## src/rtl/aoi221_test_sequencer.sv

```systemverilog
// Exhaustive functional tester for one AOI221_X4 cell: sweeps all 32 input
// vectors, samples ZN after a settle time and checks it against a golden model.
module aoi221_test_sequencer #(
  parameter int unsigned SETTLE_CYCLES = 2,
  parameter bit          STOP_ON_FAIL  = 1'b0
) (
  input  logic       CK,
  input  logic       RST,
  input  logic       START,
  input  logic       ABORT,
  input  logic       ZN_IN,
  output logic       A,
  output logic       B1,
  output logic       B2,
  output logic       C1,
  output logic       C2,
  output logic       BUSY,
  output logic       DONE,
  output logic       PASS,
  output logic [5:0] ERR_CNT,
  output logic [4:0] FAIL_VEC
);

  typedef enum logic [1:0] {
    S_IDLE,
    S_SETTLE,
    S_SAMPLE,
    S_DONE
  } state_t;

  state_t     state_q, state_d;
  logic [4:0] vec_q, vec_d;
  logic [3:0] cnt_q, cnt_d;
  logic [5:0] err_q, err_d;
  logic [4:0] fvec_q, fvec_d;

  logic golden;
  logic mismatch;
  logic settle_end;
  logic finish;

  assign golden     = ~(vec_q[4] | (vec_q[3] & vec_q[2]) | (vec_q[1] & vec_q[0]));
  assign mismatch   = (ZN_IN != golden);
  assign settle_end = (cnt_q == 4'(SETTLE_CYCLES - 1));
  assign finish     = (vec_q == 5'd31) || (STOP_ON_FAIL && mismatch);

  always_ff @(posedge CK or posedge RST) begin
    if (RST) begin
      state_q <= S_IDLE;
    end else begin
      state_q <= state_d;
    end
  end

  always_comb begin
    state_d = state_q;
    if (ABORT) begin
      state_d = S_IDLE;
    end else begin
      case (state_q)
        S_IDLE, S_DONE: if (START) state_d = S_SETTLE;
        S_SETTLE:       if (settle_end) state_d = S_SAMPLE;
        S_SAMPLE:       state_d = finish ? S_DONE : S_SETTLE;
        default:        state_d = S_IDLE;
      endcase
    end
  end

  always_comb begin
    vec_d  = vec_q;
    cnt_d  = cnt_q;
    err_d  = err_q;
    fvec_d = fvec_q;
    if (ABORT) begin
      vec_d  = '0;
      cnt_d  = '0;
      err_d  = '0;
      fvec_d = '0;
    end else begin
      case (state_q)
        S_IDLE, S_DONE: begin
          if (START) begin
            vec_d  = '0;
            cnt_d  = '0;
            err_d  = '0;
            fvec_d = '0;
          end
        end
        S_SETTLE: cnt_d = cnt_q + 4'd1;
        S_SAMPLE: begin
          if (mismatch) begin
            if (err_q != 6'd32) err_d = err_q + 6'd1;
            if (err_q == 6'd0)  fvec_d = vec_q;
          end
          // On finish the vector is left in place so the pins hold the last pattern.
          if (!finish) begin
            vec_d = vec_q + 5'd1;
            cnt_d = '0;
          end
        end
        default: ;
      endcase
    end
  end

  always_ff @(posedge CK or posedge RST) begin
    if (RST) begin
      vec_q  <= '0;
      cnt_q  <= '0;
      err_q  <= '0;
      fvec_q <= '0;
    end else begin
      vec_q  <= vec_d;
      cnt_q  <= cnt_d;
      err_q  <= err_d;
      fvec_q <= fvec_d;
    end
  end

  always_comb begin
    BUSY = (state_q == S_SETTLE) || (state_q == S_SAMPLE);
    DONE = (state_q == S_DONE);
    PASS = (state_q == S_DONE) && (err_q == 6'd0);
  end

  assign A        = vec_q[4];
  assign B1       = vec_q[3];
  assign B2       = vec_q[2];
  assign C1       = vec_q[1];
  assign C2       = vec_q[0];
  assign ERR_CNT  = err_q;
  assign FAIL_VEC = fvec_q;

endmodule

```

## config.mk

```make
export PLATFORM = sky130hd
export DESIGN_NAME = aoi221_test_sequencer
export DESIGN_NICKNAME = d
export VERILOG_FILES = /design/src/rtl/aoi221_test_sequencer.sv
export SDC_FILE = /design/constraint.sdc
export NUM_CORES = 1
export LEC_CHECK = 0
export CORE_ASPECT_RATIO = 1.25
export CORE_MARGIN = 2
export CORE_UTILIZATION = 30
export CTS_CLUSTER_SIZE = 28
export DETAILED_ROUTE_END_ITERATION = 8
export GPL_TIMING_DRIVEN = 0
export RECOVER_POWER = 25
export SYNTH_ARGS = -nofsm -noshare
export SYNTH_HDL_FRONTEND = slang
export SYNTH_SLANG_ARGS = --single-unit
```

## constraint.sdc

```tcl
create_clock -name CK -period 3.2 [get_ports CK]
set_clock_uncertainty 0.2 [all_clocks]
set_input_delay 0.48 -clock CK [delete_from_list [all_inputs] [get_ports CK]]
set_output_delay 0.48 -clock CK [all_outputs]
set_load 0.1 [all_outputs]
```

After elaboration in Yosys (flattened, before gate mapping) --
Cells that the tools add are included.
Cells by class: $add $sub $neg 3, eq/ne operators 13, muxes and demuxes 22, bitwise logic cells 5, reductions and logical operators 11
Operators by type and width (number):
- $mux W5 | 6
- $mux W6 | 4
- $pmux W5 S2 | 2
- $ne A3 B3 Y1 const B | 6
- $mux W4 | 3
- $pmux W4 S3 | 1
- $pmux W6 S2 | 1
- $mux W2 | 4
- $reduce_and A4 Y1 | 2
- $add A6 B1 Y6 const B | 1
- $logic_not A6 Y1 | 1
- $ne A6 B6 Y1 const B | 1
- $pmux W2 S3 | 1
- $add A5 B1 Y5 const B | 1
- $eq A5 B5 Y1 const B | 1
- $add A4 B1 Y4 const B | 1
- $eq A2 B2 Y1 const B | 2
- $eq A4 B1 Y1 const B | 1
- $reduce_and A2 Y1 | 2
- $reduce_and A3 Y1 | 1
- $reduce_bool A3 Y1 | 1
- $and A1 B1 Y1 | 2
- $eq A2 B1 Y1 const B | 1
- $logic_not A2 Y1 | 1
- 6 further kinds | 7
Storage, ports and cells: flip-flop bits (word level) 22

Depth between registers and ports, before layout --
Gate-level depths: netlist (run 1).
depth after elaboration 8, depth in mapped cells 7

Worst setup path after synthesis (run 1) --
Ideal clock, no wire load.
path kind register -> output, start point register err_q[0], in the netlist ERR_CNT[0], end point output PASS, arrival 2.326 ns, slack 0.194 ns, cell stages (with the launch flop) 6, path through dfrtp_1 > inv_1 > ha_1 > nor4b_1 > and2b_1 > and2_1
On the way: cells in the longest elaborated chain, start to end 2
Ends and longest elaborated chain:
- start, declared | line 34 | logic [5:0] err_q, err_d;
- start signal, assigned | line 115 | err_q <= err_d;
- $logic_not A6 Y1 | line 123 | PASS = (state_q == S_DONE) && (err_q == 6'd0);
- $logic_and A1 B1 Y1 | line 123
- end, declared | line 19 | output logic PASS,
Every way passes these cells.

Worst setup path in the final report (run 1) --
Same ends and word-level chain as after synthesis.

==> qor.yml, run 1 <==
route:
  ant_nets: 0
  dr_total_vias: 1258
  wl_per_cell_um: 13.44
  via_per_inst: 5.177
  drtIter0Drc: 71
  drt_wl_total_um: 3266
  firstDrtPassIters: 4
  drc: 0
floorplan:
  fp.dieW_um: 65.32
  core_mm2: 0.004459
  rows: 27
  fp.dieH_um: 80.65
  die_area_mm2: 0.005268
  start_util_pct: 31.62
  top_level_ports: 24
clock_tree:
  cts.clk_slew.worst_paths_ps: 80
  cts_setup_buffers: 0
  root_buffer: "clkbuf_8"
  numCtsBuffers: 3
  hold_buffers: 0
  worstSkewPairLatency_ps: 270
  post_cts_resized: 3
  cts_tree: "yes"
  cts.sinks: 22
  clockBufferDepth: 2
  htreeDepth: 1
worst_setup_path:
  r2r_setup_slack_ps: 900
  start_kind: "flop"
  crit_family: "simple AND/OR/NAND/NOR gates"
  cp_data_required_time_ps: 2520
  cp_max_fo: 6
  cp_slowest_cell: "clkdlybuf4s15_2"
  critPathKind: "flop to output pin"
  critPathMaxStageDelay_ps: 550
  worstReg2RegStart: "vec_q[0]$_DFFE_PP0P_"
  crit_path_end_kind: "output pin"
  worstPathArrival_ps: 2360
  worstPathCellList: "inv_1 > ha_1 > nor4b_1 > and2b_1 > and2_1 > clkdlybuf4s15_2"
  critPathBufInv: 2
  startpoint: "ERR_CNT[0]$_DFFE_PP0P_"
cells_and_area:
  fillers: 480
  nets: 201
  drive_above_1_share_pct: 5.946
  area_growth_pct: 25.47
  final_area_mm2: 0.001769
  n_antenna_cell: 0
timing:
  setup-violations-final: 0
  worstMarginPinSlew_ps: 975.0
  fin_crit_sh_pct: 95.00
  maxSlewViolCount: 0
  clock.fmax_mhz: 329.0
  hold_violations: 0
  relSlewSlack_pct: 34.79
  rsz0062_at_grt: "no"
  holdWs_ps: 298.0
  period_needed_ps: 3040
power:
  vdd_drop_max_mv: 0.1363
  power_leakage_nw: 0.7502
  power.total_mw: 0.6852
  p_per_area_mw_per_mm2: 387.3
flow_run:
  maxCapViolations: 0
synth:
  syn-num-nets: 173
  netlist_area_mm2: 0.001410
  avgSynthCellArea_um2: 8.925
  synth-seq-area-share_pct: 39.04
  ys_types: 37
  yosysWarningCount: 0
  synth_cells: 158
  ys_ff_latch: 22
placed_design:
  placed_cell_area_mm2: 0.001713
  io_buffers: 23
  gp_routability_congestion: 0.8042
  dp_hpwl_um: 2487
worst_hold_path:
  hp-start: "cnt_q[3]$_DFFE_PP0P_"
  hold_path.class: "flop to flop"
global_route:
  grt_pass1_vias: 1202
  grt_antenna_before_repair: 0
  grt_pass1_wl_um: 5589
  grt_max_degree: 23
  grt_overflow: 0
  track_usage_pct: 13.82
status:
  status: "finished clean"
[layout make-up]
type                       count  area (um2)  area share (%)
sequential                    22       550.5           31.12
buffer                         5       20.02           1.132
multi-input combinational    119       794.5           44.91
inverter                      12       45.04           2.546
clock buffer                   4       55.05           3.112
timing repair buffer          23       231.5           13.08
tap                           58       72.57           4.102
[metal layers]
metal	wire, um	vias to the layer above	global-route usage, %
met5	0	-	0
met4	62	0	6.250
met3	107	5	2.101
met2	1619	33	23.57
met1	1476	595	17.00
li1	-	625	-
[stage by stage]
step	TNS, ps	worst slack (ps)	util [%]	instances
after floorplan	0	193.8	-	158
after global placement	-100.4	-100.4	38.41	239
after detailed placement	-81.86	-81.86	38.41	239
after global routing	0	78.93	39.67	243
final	0	160.1	39.67	243
after CTS	0	152.8	39.67	243
[flip-flops by register name (all words and copies together), names as in the netlist]
register / flops
state_q: 2
FAIL_VEC: 5
ERR_CNT: 6
vec_q: 5
cnt_q: 4
[worst paths after layout]
kind / depth (start not counted) / endpoint
setup / recovery: 6 / PASS
hold / removal: 1 / cnt_q[3]$_DFFE_PP0P_
max in group asynchronous: 2 / ERR_CNT[3]$_DFFE_PP0P_
hold reg to reg: 1 / cnt_q[3]$_DFFE_PP0P_
min in group asynchronous: 2 / vec_q[1]$_DFFE_PP0P_
setup reg to reg: 7 / vec_q[3]$_DFFE_PP0P_
[layout by cell type (no fill, tap or decap), types with 4 or more instances in the layout]
| cell type | Yosys | final |
|---|---|---|
| nand3_1 | 17 | 17 |
| inv_1 | 12 | 12 |
| a311o_1 | 4 | 4 |
| a21oi_1 | 6 | 6 |
| o21ai_0 | 9 | 9 |
| nand2_1 | 13 | 13 |
| ha_1 | 10 | 10 |
| and3_1 | 8 | 8 |
| clkdlybuf4s50_1 | 0 | 21 |
| nand2b_1 | 5 | 5 |
| o31ai_1 | 4 | 4 |
| clkbuf_8 | 0 | 4 |
| dfrtp_1 | 22 | 22 |
| nor3_1 | 5 | 5 |
| nor2_1 | 6 | 6 |
[cells in the mapped netlist]
| library cell | n | area, um2 |
|---|---|---|
| dfrtp_1 | 22 | 550.5 |
| nand3_1 | 17 | 85.08 |
| nand2_1 | 13 | 48.80 |
| inv_1 | 12 | 45.04 |
| ha_1 | 10 | 125.1 |
| o21ai_0 | 9 | 45.04 |
| and3_1 | 8 | 50.05 |
| a21oi_1 | 6 | 30.03 |
| nor2_1 | 6 | 22.52 |
| nand2b_1 | 5 | 31.28 |
| nor3_1 | 5 | 25.02 |
| a311o_1 | 4 | 40.04 |
| o31ai_1 | 4 | 30.03 |
| a31oi_1 | 3 | 18.77 |
| and2_1 | 3 | 18.77 |
| clkbuf_1 | 3 | 11.26 |
| nand4_1 | 3 | 18.77 |
| mux2_2 | 2 | 22.52 |
| nor2b_1 | 2 | 12.51 |
| o22ai_1 | 2 | 12.51 |
| o32ai_1 | 2 | 17.52 |
| or3_1 | 2 | 12.51 |
| a211oi_4 | 1 | 20.02 |
| a21boi_0 | 1 | 7.510 |
| a2bb2oi_1 | 1 | 8.760 |
| and2b_1 | 1 | 7.510 |
| buf_1 | 1 | 3.750 |
| clkbuf_2 | 1 | 5.000 |
| mux2i_1 | 1 | 10.01 |
| nand4b_1 | 1 | 8.760 |
| nor4b_1 | 1 | 8.760 |
| o2111ai_1 | 1 | 8.760 |
| o221ai_1 | 1 | 8.760 |
| or2_2 | 1 | 6.260 |
| or2b_1 | 1 | 7.510 |
| xnor2_1 | 1 | 8.760 |
| xor2_2 | 1 | 16.27 |
[where the power goes]
group,internal (mW),switching [mW]
clock network,0.110,0.0950
registers,0.285,0.00946
logic,0.0524,0.133
[logic make-up (layout without fill, tap and decap cells)]
group	count (synthesis)	in the layout	share of synthesized area, %
adders and majority gates	10	10	8.873
muxes	3	3	2.307
buffers and inverters	17	44	4.613
xor gates and xnor gates	2	2	1.775
DFF	22	22	39.04
and+or+nand+nor	69	69	25.82
AOI/OAI and AO/OA	35	35	17.57
(Power assumes the default switching activity.)
==> inputs of run 2 (changes only) <==
Settings changed: SLEW_MARGIN from default to 10.
==> results of run 2 <==
No change in the layout: final DEF, timing and power equal those of run 1.
